[src/rtl/serial_adder.sv]
// Multi-cycle adder/subtractor: a chain of full-adder cells processes
// BITS_PER_CYCLE bits per clock, with the carry held in a register between slices.

module serial_adder_fa (
  input  logic a,
  input  logic b,
  input  logic ci,
  output logic s,
  output logic co
);
  assign s  = a ^ b ^ ci;
  assign co = (a & b) | (ci & (a ^ b));
endmodule

module serial_adder #(
  parameter int WIDTH          = 8,
  parameter int BITS_PER_CYCLE = 1
) (
  input  logic             clk,
  input  logic             rst_n,
  input  logic             start,
  input  logic             sub,
  input  logic [WIDTH-1:0] A,
  input  logic [WIDTH-1:0] B,
  input  logic             Ci,
  output logic             busy,
  output logic             done,
  output logic [WIDTH-1:0] S,
  output logic             Co,
  output logic             ovf
);
  localparam int BPC   = BITS_PER_CYCLE;
  localparam int STEPS = WIDTH / BPC;
  localparam int CW    = (STEPS > 1) ? $clog2(STEPS) : 1;

  if (WIDTH < 2 || BPC < 1 || BPC > WIDTH || (WIDTH % BPC) != 0) begin : g_bad_param
    $error("serial_adder: BITS_PER_CYCLE must evenly divide WIDTH (WIDTH >= 2)");
  end

  typedef enum logic {IDLE, RUN} state_t;
  state_t state;

  logic [WIDTH-1:0] a_sh, b_sh, res_sh, res_next;
  logic             carry;
  logic [CW-1:0]    cnt;
  logic [BPC:0]     c;
  logic [BPC-1:0]   sum;
  logic             last;

  assign c[0] = carry;

  for (genvar i = 0; i < BPC; i++) begin : g_fa
    serial_adder_fa u_fa (
      .a  (a_sh[i]),
      .b  (b_sh[i]),
      .ci (c[i]),
      .s  (sum[i]),
      .co (c[i+1])
    );
  end

  // Result fills from the top; after STEPS shifts the first slice sits at bit 0.
  assign res_next = (res_sh >> BPC) | (WIDTH'(sum) << (WIDTH - BPC));
  assign last     = (cnt == CW'(STEPS - 1));

  always_ff @(posedge clk or negedge rst_n) begin
    if (!rst_n) begin
      state  <= IDLE;
      busy   <= 1'b0;
      done   <= 1'b0;
      S      <= '0;
      Co     <= 1'b0;
      ovf    <= 1'b0;
      a_sh   <= '0;
      b_sh   <= '0;
      res_sh <= '0;
      carry  <= 1'b0;
      cnt    <= '0;
    end else begin
      done <= 1'b0;
      case (state)
        IDLE: if (start) begin
          state <= RUN;
          busy  <= 1'b1;
          a_sh  <= A;
          b_sh  <= B ^ {WIDTH{sub}};
          carry <= Ci ^ sub;
          cnt   <= '0;
        end
        RUN: begin
          a_sh   <= a_sh >> BPC;
          b_sh   <= b_sh >> BPC;
          res_sh <= res_next;
          carry  <= c[BPC];
          cnt    <= cnt + 1'b1;
          if (last) begin
            state <= IDLE;
            busy  <= 1'b0;
            done  <= 1'b1;
            S     <= res_next;
            Co    <= c[BPC];
            ovf   <= c[BPC-1] ^ c[BPC];
          end
        end
        default: state <= IDLE;
      endcase
    end
  end
endmodule

[config.mk]
export PLATFORM = sky130hd
export DESIGN_NAME = serial_adder
export DESIGN_NICKNAME = d
export VERILOG_FILES = /design/src/rtl/serial_adder.sv
export SDC_FILE = /design/constraint.sdc
export NUM_CORES = 1
export LEC_CHECK = 0
export CAP_MARGIN = 20
export CORE_MARGIN = 1.5
export CORE_UTILIZATION = 55
export CTS_BUF_LIST = sky130_fd_sc_hd__clkbuf_16
export DETAILED_ROUTE_END_ITERATION = 10
export DONT_BUFFER_PORTS = 1
export GPL_TIMING_DRIVEN = 0
export MAX_ROUTING_LAYER = met4
export PLACE_DENSITY = 0.78
export SYNTH_ARGS = -nofsm -noshare
export SYNTH_HDL_FRONTEND = slang
export SYNTH_SLANG_ARGS = --single-unit
[constraint.sdc]
create_clock -name clk -period 2.05 [get_ports clk]
set_input_delay 0.205 -clock clk [delete_from_list [all_inputs] [get_ports clk]]
set_output_delay 0.205 -clock clk [all_outputs]
set_load 0.02 [all_outputs]
Word level (Yosys, flattened, before mapping)
Index checks and enable logic that the tools add are counted.
{"block": "totals", "regBits": 41, "latchBits": 0, "ram_bits": 0, "mem_bits_ro": 0, "inputBits": 21, "wordCells": 43, "mem_count": 0}
{"block": "op_classes", "addsub": 1, "mul": 0, "div": 0, "order_cmp": 0, "n_eq_ne": 3, "n_shift": 0, "muxes": 16, "bitwise_logic": 10, "n_reduce_logical": 2}
{"cell": "case mux 8 bit (2 select lines)", "n": 2}
{"cell": "two-way mux 8 bit", "n": 2}
{"cell": "OR 7 x 8 -> 8 bit", "n": 1}
{"cell": "bitwise XOR 8 bit", "n": 1}
{"cell": "two-way mux 1 bit", "n": 7}
{"cell": "case mux 1 bit (2 select lines)", "n": 3}
{"cell": "case mux 3 bit (2 select lines)", "n": 1}
{"cell": "AND reduction 2 bit", "n": 2}
{"cell": "bitwise XOR 1 bit", "n": 4}
{"cell": "adder 3 x 1 -> 3 bit, second input constant", "n": 1}
{"cell": "equality test 3 bit, second input constant", "n": 1}
{"cell": "two-way mux 3 bit", "n": 1}
{"cell": "bitwise AND 1 bit", "n": 2}
{"cell": "inequality test 2 x 1 -> 1 bit, second input constant", "n": 1}
{"cell": "inequality test 2 bit, second input constant", "n": 1}
{"cell": "inverter 1 bit", "n": 1}
{"cell": "OR 1 bit", "n": 1}

Longest topological paths before layout
Gate-level depths: netlist of run 1.
{"block": "logic_depth", "word_depth": 4, "depth_mapped": 5, "ltp_nobuf": 4}

Hierarchy
From an unflattened synthesis of run 1, not the netlist that was laid out.
{"block": "unflattened", "cells_unflattened": 138, "area_unflattened_um2": 1776.7}
{"module": "serial_adder", "instances": 1, "cells_each": 137, "area_per_inst_um2": 1756.7}
{"module": "serial_adder_fa", "instances": 1, "cells_each": 1, "area_per_inst_um2": 20.0}

Least setup slack after synthesis of run 1
OpenSTA, ideal clock, no wires.
{"block": "synth_path", "path_type": "register -> register", "startpoint": "reg cnt[0]", "endpoint": "reg Co", "setup_ps": 125, "arrival_time_ps": 1327, "t_required_ps": 1925, "setup_slack_ps": 598, "stages_incl_launch_ff": 6, "n_path_buf": 1, "period_less_slack_ps": 1452, "path_cell_list": "dfrtp_1 ha_1 ha_1 nand2_1 buf_4 mux2_2"}
{"block": "synth_via", "elab_chain_cells": 2}
{"element": "start: declaration", "line": "45", "rtl": "logic [CW-1:0] cnt;"}
{"element": "start signal: assignment", "line": "95", "rtl": "cnt <= cnt + 1'b1;"}
{"element": "equality test 3 bit", "line": "64", "rtl": "assign last = (cnt == CW'(STEPS - 1));"}
{"element": "AND reduction 2 bit (no source line)"}
{"element": "end signal: assignment", "line": "101", "rtl": "Co <= c[BPC];"}
{"element": "end: declaration", "line": "29", "rtl": "output logic Co,"}
No other way between the ends.
A chain may end at the register's enable or synchronous reset.

Worst setup path after layout of run 1
Same ends and word-level chain as after synthesis.

==> summary.txt, run 1 <==
Max-Cap Viols = 0
Min Clock Period, post-route = 1.558 ns
area grow syn2layout = 12.54%
Critical Path RT = 2.21 ns
Via Count = 1003
GRT Resource Usage Total = 0.1875
PwrDens = 1511 nW/um^2
Initial DRC Count = 24
clock sinks = 40
Leak = 0.0009271 uW
Syn. warnings = 0
max-slew violations = 0
Die X = 59.84 microns
Ports = 33
# rows = 20
placed cell area = 1832 sq um
Post-synth EDFFs = 0
Seq cells post-synth = 40
final net count = 172
worst-path cell chain = ha_1 -> ha_1 -> nand2_1 -> buf_4 -> mux2_2
CTS Buffer Depth = 2
CP max FO = 10
antenna violations before repair = 0
DRC Markers = 0
DPL Wire Length = 1987 microns
Tcrit/Tclk final = 0.7600
Setup TNS = 0 ns
Vias/cell = 5.251
syn_nets = 163
Mapped Cells = 138
final instance area = 1999 sq um
gpl congestion = 0.7630
H-tree levels = 2
n_diodes = 0
Worst Tran Pin Value = 0.4379 ns
worst-skew pair later-pin latency = 0.28 ns
CP most frequent cell = ha_1
Setup crit start kind = register
share of layout cells above drive strength 1 = 0.2585
crit path capture type = register
number of port buffers = 0
die area = 3580 sq um
average size of a mapped cell = 12.87 sq um
core box area = 3053 sq um
first-pass GRT wire length = 4650 microns
Worst VDD drop = 812.1 uV
routed length per instance = 14.84 microns
Synth top area share = 0.5634
Starting Density = 0.5820
largest net degree at the start of global routing = 41
Root Buffer = clkbuf_16
Clock transition at path regs = 0.06 ns
Peak Freq = 641.9 MHz
CTS Buf Count = 5
Fill cells = 251
leading post-synthesis cells by cell area = dfrtp_1 (56%), mux2_2 (11%), mux2i_1 (4.5%), xnor2_1 (3.0%), nand2_1 (2.7%)
Setup CP Type = reg2reg
Hold WS = 0.09445 ns
largest area contributor in the synthesized netlist = dfrtp_1
Main synth FF type = dfrtp_1
CTS tree = yes
hold depth = 2
skew final = 0.001640 ns
CP arrival = 1.72 ns
cell with the most instances after synthesis = dfrtp_1
Async S/R FF share, synth = 1.000
R2R depth = 5
sequential area share after synthesis = 0.5634
grt total ovfl = 0
Die Y = 59.84 microns
Hold Fails Final Rpt = 0
outcome = finished, final reports clean
Worst Hold Class = in2reg
Slowest-stage cell, CP = dfrtp_1
post-synthesis cell area = 1777 sq um
vias in the first global route = 1007
Yosys cell types = 26
first-pass iteration count of the detailed router = 4
Routed WL = 2835 microns
relative slew slack = 0.7070
Final Setup Violations = 0
Post-DRT Antenna Nets = 0
synth cell count leaders = dfrtp_1 (40), mux2_2 (18), nand2_1 (13), mux2i_1 (8), o21ai_0 (7)
crit-path max cell delay = 0.38 ns
RSZ-0062 raised after global routing = false
## cells by family (layout without fill, tap and decap cells)
group                      count (synthesis)  after routing  synth area share
DFF                                       40             40            0.5634
and+or+nand+nor                           27             27           0.07818
muxes                                     26             26            0.1592
AOI/OAI and AO/OA                         20             20           0.07817
buffers and inverters                     11             20           0.03943
xor gates and xnor gates                  10             10           0.04929
adders and majority gates                  4              4           0.03240
## critical path, delay by kind of cell, from the launching register on
kind | cells | cell delay, ns
fa+ha+maj | 2 | 0.42
buf+inv | 1 | 0.19
flops | 1 | 0.38
mux | 1 | 0.35
simple gates | 1 | 0.10
## area by class of cell
| cell class | count | area (sq um) | share of cell area |
|---|---|---|---|
| buffer | 9 | 62.56 | 0.03129 |
| clock buffer | 5 | 125.1 | 0.06258 |
| timing repair buffer | 2 | 30.03 | 0.01502 |
| sequential | 40 | 1001 | 0.5006 |
| inverter | 2 | 7.507 | 0.003755 |
| multi-input combinational | 87 | 705.7 | 0.3529 |
| clock inverter | 2 | 12.51 | 0.006258 |
| tap | 44 | 55.05 | 0.02753 |
## metrics by stage
stage	setup slack [ns]	cells	total power, uW	util
2_1_floorplan	0.5982	138	2102	-
3_3_place_gp	0.5106	182	2242	0.6000
3_5_place_dp	0.4824	182	2298	0.6000
4_1_cts	0.4842	191	3058	0.6549
5_1_grt	0.4139	191	3225	0.6549
6_report	0.4921	191	3020	0.6549
## where the power goes
group          internal, uW  switching (uW)  leakage, uW
Sequential             1120             323     0.000513
Clock                   441             291    0.0000657
Combinational           478             369     0.000349
Total                  2040             983     0.000927
## registers in the layout, indices dropped and copies added, names as in the netlist
signal / count
state: 1
a_sh: 8
S: 8
cnt: 3
busy: 1
ovf: 1
done: 1
b_sh: 8
Co: 1
res_sh: 7
carry: 1
## timing repair
item                      in CTS  in global routing
resized for setup              0                  0
hold endpoints to repair      40                  0
hold buffers                   2                  0
buffers inserted               0                  0
## worst paths after layout
check | slack, ns | end | start
worst max register to register | 0.49 | Co | cnt[0]
worst min-delay path | 0.09 | a_sh[7] | A[7]
worst min register to register | 0.48 | a_sh[3] | a_sh[4]
worst max-delay path | 0.49 | Co | cnt[0]
min in group asynchronous | 0.39 | S[7] | rst_n
max in group asynchronous | 1.47 | res_sh[6] | rst_n
## routing by layer
metal / track usage / vias to the layer above / routed length (microns)
met1: 0.2346 / 479 / 1297
met2: 0.2733 / 20 / 1363
li1: - / 498 / -
met4: 0.08571 / 0 / 51
met3: 0.06494 / 6 / 123
met5: - / - / 0
## cells in the final DEF, fill, tap and decap left out
cell type / count
dlygate4sd3_1: 1
ha_1: 3
mux2i_1: 8
buf_12: 1
nor2b_1: 1
or3b_2: 3
dfrtp_1: 40
and2_0: 1
or3b_1: 2
o21ai_0: 7
a22o_1: 2
clkbuf_16: 5
fa_1: 1
and2_1: 2
buf_2: 5
o22ai_1: 1
o211ai_1: 5
nand2_1: 13
xor2_1: 4
a221o_1: 3
nand2b_1: 1
clkinv_2: 1
mux2_2: 18
nor2_1: 4
xnor2_1: 6
buf_4: 2
buf_6: 2
inv_1: 2
clkinvlp_4: 1
a21oi_1: 1
a211oi_1: 1
Power figures use the tool's default switching activity.
==> run 2, diff against run 1 <==
Clock period 2.05 ns to 1.5 ns, I/O delays scaled along.
==> summary.txt, run 2 (synthesis gave the netlist of run 1 again) <==
CTS Buffer Depth = 2
worst-skew pair later-pin latency = 0.28 ns
Setup CP Type = reg2reg
Ports = 33
Leak = 0.0009375 uW
grt total ovfl = 0
core box area = 3053 sq um
Post-DRT Antenna Nets = 0
Min Clock Period, post-route = 1.422 ns
H-tree levels = 2
gpl congestion = 0.7630
crit path launch = cnt[0]
Root Buffer = clkbuf_16
Initial DRC Count = 29
Fill cells = 249
number of port buffers = 0
final setup margin = 0.07837 ns
Setup WS pre-CTS = -0.06764 ns
n_diodes = 0
antenna violations before repair = 0
Largest regs = S (8), a_sh (8), b_sh (8)
RSZ-0062 raised after global routing = false
worst-path cell chain = ha_2 -> ha_2 -> nand2_4 -> buf_6 -> mux2_2
skew final = 0.001695 ns
Critical path buffers and inverters = 1
crit-path max cell delay = 0.39 ns
area grow syn2layout = 14.65%
Die Y = 59.84 microns
# rows = 20
DPL Wire Length = 1987 microns
DRC Markers = 0
Peak Freq = 703.4 MHz
Worst Hold Class = in2reg
outcome = finished, final reports clean
Final Setup Violations = 0
Critical Path RT = 1.66 ns
Tcrit/Tclk final = 0.9478
sw frac = 0.3259
PwrDens = 2065 nW/um^2
crit path capture type = register
clock sinks = 40
final net count = 174
CTS Buf Count = 5
Worst Tran Pin Value = 0.4278 ns
commonest non-fill, non-tap cells in the layout = dfrtp_1 (40), mux2_2 (18), nand2_1 (12), mux2i_1 (8), o21ai_0 (7)
vias in the first global route = 1019
storage element area = 1001 sq um
max-slew violations = 0
Crit Reg-Reg Startpoint = cnt[0]
first-pass iteration count of the detailed router = 3
Vias/cell = 5.316
first-pass GRT wire length = 4678 microns
min-delay src = A[7]
commonest non-fill, non-tap cell in the layout = dfrtp_1
clock share of power = 0.237
Clock transition at path regs = 0.05 ns
Reg power frac = 0.470
Multi-input gate area = 720.7 sq um
Starting Density = 0.5820
share of layout cells above drive strength 1 = 0.2953
CTS tree = yes
largest net degree at the start of global routing = 41
Via Count = 1026
sw power = 1371 uW
relative slew slack = 0.7137
die area = 3580 sq um
GRT Resource Usage Total = 0.1894
combinational power share = 0.293
Max-Cap Viols = 0
CP top delay family = flip-flops
internal power = 2836 uW
Setup crit start kind = register
CP arrival = 1.59 ns
CP most frequent cell = ha_2
Routed WL = 2856 microns
Power Total = 4207 uW
CP max FO = 5
Hold Fails Final Rpt = 0
Slowest-stage cell, CP = dfrtp_1
Setup TNS = 0 ns
Worst VDD drop = 1128 uV
Die X = 59.84 microns
routed length per instance = 14.80 microns
[run 2: cell count changes in the layout (fill, tap and decap cells not counted), sizes merged]
cell / previous run / this run
buf: 10 / 12
[run 2: per-stage QoR]
stage / cell area (sq um) / hold WS [ns] / instances / util
detailed placement: 1832 / -0.1444 / 182 / 0.6000
global route: 2037 / 0.06955 / 193 / 0.6672
finish: 2037 / 0.03792 / 193 / 0.6672
floorplan: 1777 / -0.1456 / 138 / -
global placement: 1832 / -0.1443 / 182 / 0.6000
CTS: 2016 / 0.03976 / 192 / 0.6602
[run 2: final cells by class]
type / instances / area share
Clock inverter: 2 / 0.006143
Inverter: 2 / 0.003686
Clock buffer: 5 / 0.06143
Sequential cell: 40 / 0.4914
Multi-Input combinational cell: 87 / 0.3538
Tap cell: 44 / 0.02703
Timing Repair Buffer: 4 / 0.02396
Buffer: 9 / 0.03256
[run 2: worst paths after layout]
check,to,slack [ns],cells past startpoint
max reg2reg,Co,0.08,5
min reg2reg,a_sh[3],0.48,2
min,a_sh[7],0.04,2
max,Co,0.08,5
min in group asynchronous,a_sh[2],0.33,2
max in group asynchronous,b_sh[7],0.97,2
[run 2: what timing repair did]
action	CTS	global route
setup buffers	0	1
cloned	1	0
pin swaps	1	0
endpoints found under the hold margin	40	0
gates resized for setup	4	4
hold buffers	2	0
endpoints found under the setup margin	9	10
[run 2: worst reg2reg max path: stages (launching register included)]
cell	delay, ns
dfrtp_1	0.39
ha_2	0.20
ha_2	0.19
nand2_4	0.08
buf_6	0.12
mux2_2	0.33
[run 2: power groups by stage]
stage | Clock, uW | Combinational, uW | Sequential (uW)
3_5_place_dp | 0 | 1150 | 1990
6_report | 998 | 1230 | 1980
4_1_cts | 1020 | 1210 | 1980
2_1_floorplan | 0 | 965 | 1910
3_3_place_gp | 0 | 1100 | 1970
5_1_grt | 1060 | 1390 | 2040
[run 2: metal layers]
metal	wire length (microns)	share of wire	global-route usage	vias to the layer above
met1	1251	0.44	0.2289	501
met4	51	0.018	0.08571	0
met2	1430	0.50	0.2857	20
met3	123	0.043	0.06494	6
met5	0	0	-	-
li1	-	-	-	499
==> run 3, diff against run 2 <==
Settings changed: REMOVE_ABC_BUFFERS set to 1, SKIP_CTS_REPAIR_TIMING set to 1.
==> summary.txt, run 3 (synthesis gave the netlist of run 1 again) <==
Setup crit start kind = register
sw power = 1295 uW
Clock transition at path regs = 0.05 ns
Worst Hold Class = in2reg
worst-skew pair later-pin latency = 0.27 ns
flop-to-flop setup slack = 0.07 ns
internal power = 2781 uW
commonest non-fill, non-tap cells in the layout = dfrtp_1 (39), mux2_2 (18), nand2_1 (12), mux2i_1 (8), o21ai_0 (7)
Vias/cell = 5.492
antenna violations before repair = 0
Critical Path RT = 1.66 ns
Starting Density = 0.5820
Via Count = 1016
Post-DRT Antenna Nets = 0
Worst VDD drop = 989.9 uV
DPL Wire Length = 1872 microns
H-tree levels = 2
gpl congestion = 0.6673
Die Y = 59.84 microns
Initial DRC Count = 41
number of port buffers = 0
Max-Cap Viols = 0
Routed WL = 2740 microns
final net count = 166
sw frac = 0.3178
Hold Fails Final Rpt = 0
n_diodes = 0
max-slew violations = 0
min-delay src = A[7]
first-pass GRT wire length = 4367 microns
Reg power frac = 0.493
clock share of power = 0.235
CTS tree = yes
Final Setup Violations = 0
Slowest-stage cell, CP = dfrtp_1
first-pass iteration count of the detailed router = 4
Worst Tran Pin Value = 0.4315 ns
Power Total = 4076 uW
Final Util = 0.6545
grt total ovfl = 0
Leak = 0.0009165 uW
Setup TNS = 0 ns
relative slew slack = 0.7113
worst-path cell chain = ha_1 -> ha_2 -> nand2_2 -> mux2_2
r2r endpoint = S[7]
CP max FO = 5
outcome = finished, final reports clean
CP arrival = 1.59 ns
combinational power share = 0.272
RSZ-0062 raised after global routing = false
crit path capture type = register
largest net degree at the start of global routing = 41
Fill cells = 248
die area = 3580 sq um
Peak Freq = 698.8 MHz
Largest regs = S (8), a_sh (8), b_sh (8)
Root Buffer = clkbuf_16
Setup crit end = S[7]
CTS Buf Count = 5
routed length per instance = 14.81 microns
Crit Reg-Reg Startpoint = cnt[0]
GRT Resource Usage Total = 0.1785
crit-path max cell delay = 0.39 ns
core box area = 3053 sq um
commonest non-fill, non-tap cell in the layout = dfrtp_1
Setup CP Type = reg2reg
# rows = 20
clock sinks = 40
CTS Buffer Depth = 2
R2R depth = 4
crit path launch = cnt[0]
Ports = 33
area grow syn2layout = 12.46%
Die X = 59.84 microns
DRC Markers = 0
vias in the first global route = 999
skew final = 0.002855 ns
share of layout cells above drive strength 1 = 0.2411
Tcrit/Tclk final = 0.9541
Min Clock Period, post-route = 1.431 ns
PwrDens = 2040 nW/um^2
## run 3: changes by cell type in the layout (fill, tap and decap cells not counted), moves of 2 or more
cell / delta
buf_4: -2
buf_6: -4
buf_2: -5
buf_16: +2
## run 3: worst min-delay path by stage
stage                          to  slack [ns]  cells after the start
after floorplan                Co       -0.15                      0
after global placement       done       -0.14                      0
after detailed placement     done       -0.14                      0
after CTS                    done       -0.44                      0
after global routing      b_sh[7]        0.06                      2
final                     a_sh[7]        0.03                      2
## run 3: area by class of cell
| cell class | count | area (sq um) | share of cell area |
|---|---|---|---|
| flip-flops and latches | 40 | 1002 | 0.5016 |
| multi-input cells | 88 | 724.4 | 0.3626 |
| clock buffers | 5 | 125.1 | 0.06262 |
| repair buffers | 4 | 75.07 | 0.03757 |
| well taps | 44 | 55.05 | 0.02755 |
| clock inverters | 2 | 8.758 | 0.004383 |
| inverters | 2 | 7.507 | 0.003757 |
## run 3: per-stage QoR
step | worst slack (ns) | hold WS, ns | cells | cell area [sq um]
floorplan | -0.3299 | -0.1456 | 129 | 1714
global placement | -0.8166 | -0.1448 | 173 | 1769
detailed placement | -0.1865 | -0.1448 | 174 | 1797
CTS | -0.1926 | -0.4371 | 181 | 1931
global route | 0.02593 | 0.05704 | 185 | 1998
finish | 0.06889 | 0.03388 | 185 | 1998
## run 3: layer usage
layer	up-vias	wire (microns)	global-route usage
li1	483	-	-
met2	25	1468	0.2966
met5	-	0	-
met3	5	134	0.06494
met4	0	53	0.08571
met1	503	1084	0.1866
## run 3: power groups by stage
stage               Sequential (uW)  Clock (uW)  Combinational, uW
detailed placement             2030           0               1060
finish                         2010         957               1110
global route                   2080        1030               1250
floorplan                      2000           0                766
CTS                            2010         982               1060
global placement               2090           0                831
## run 3: critical path, delay by kind of cell (launching register included)
family / cells / cell delay, ns
fa+ha+maj: 2 / 0.44
flops: 1 / 0.39
mux: 1 / 0.35
simple gates: 1 / 0.14
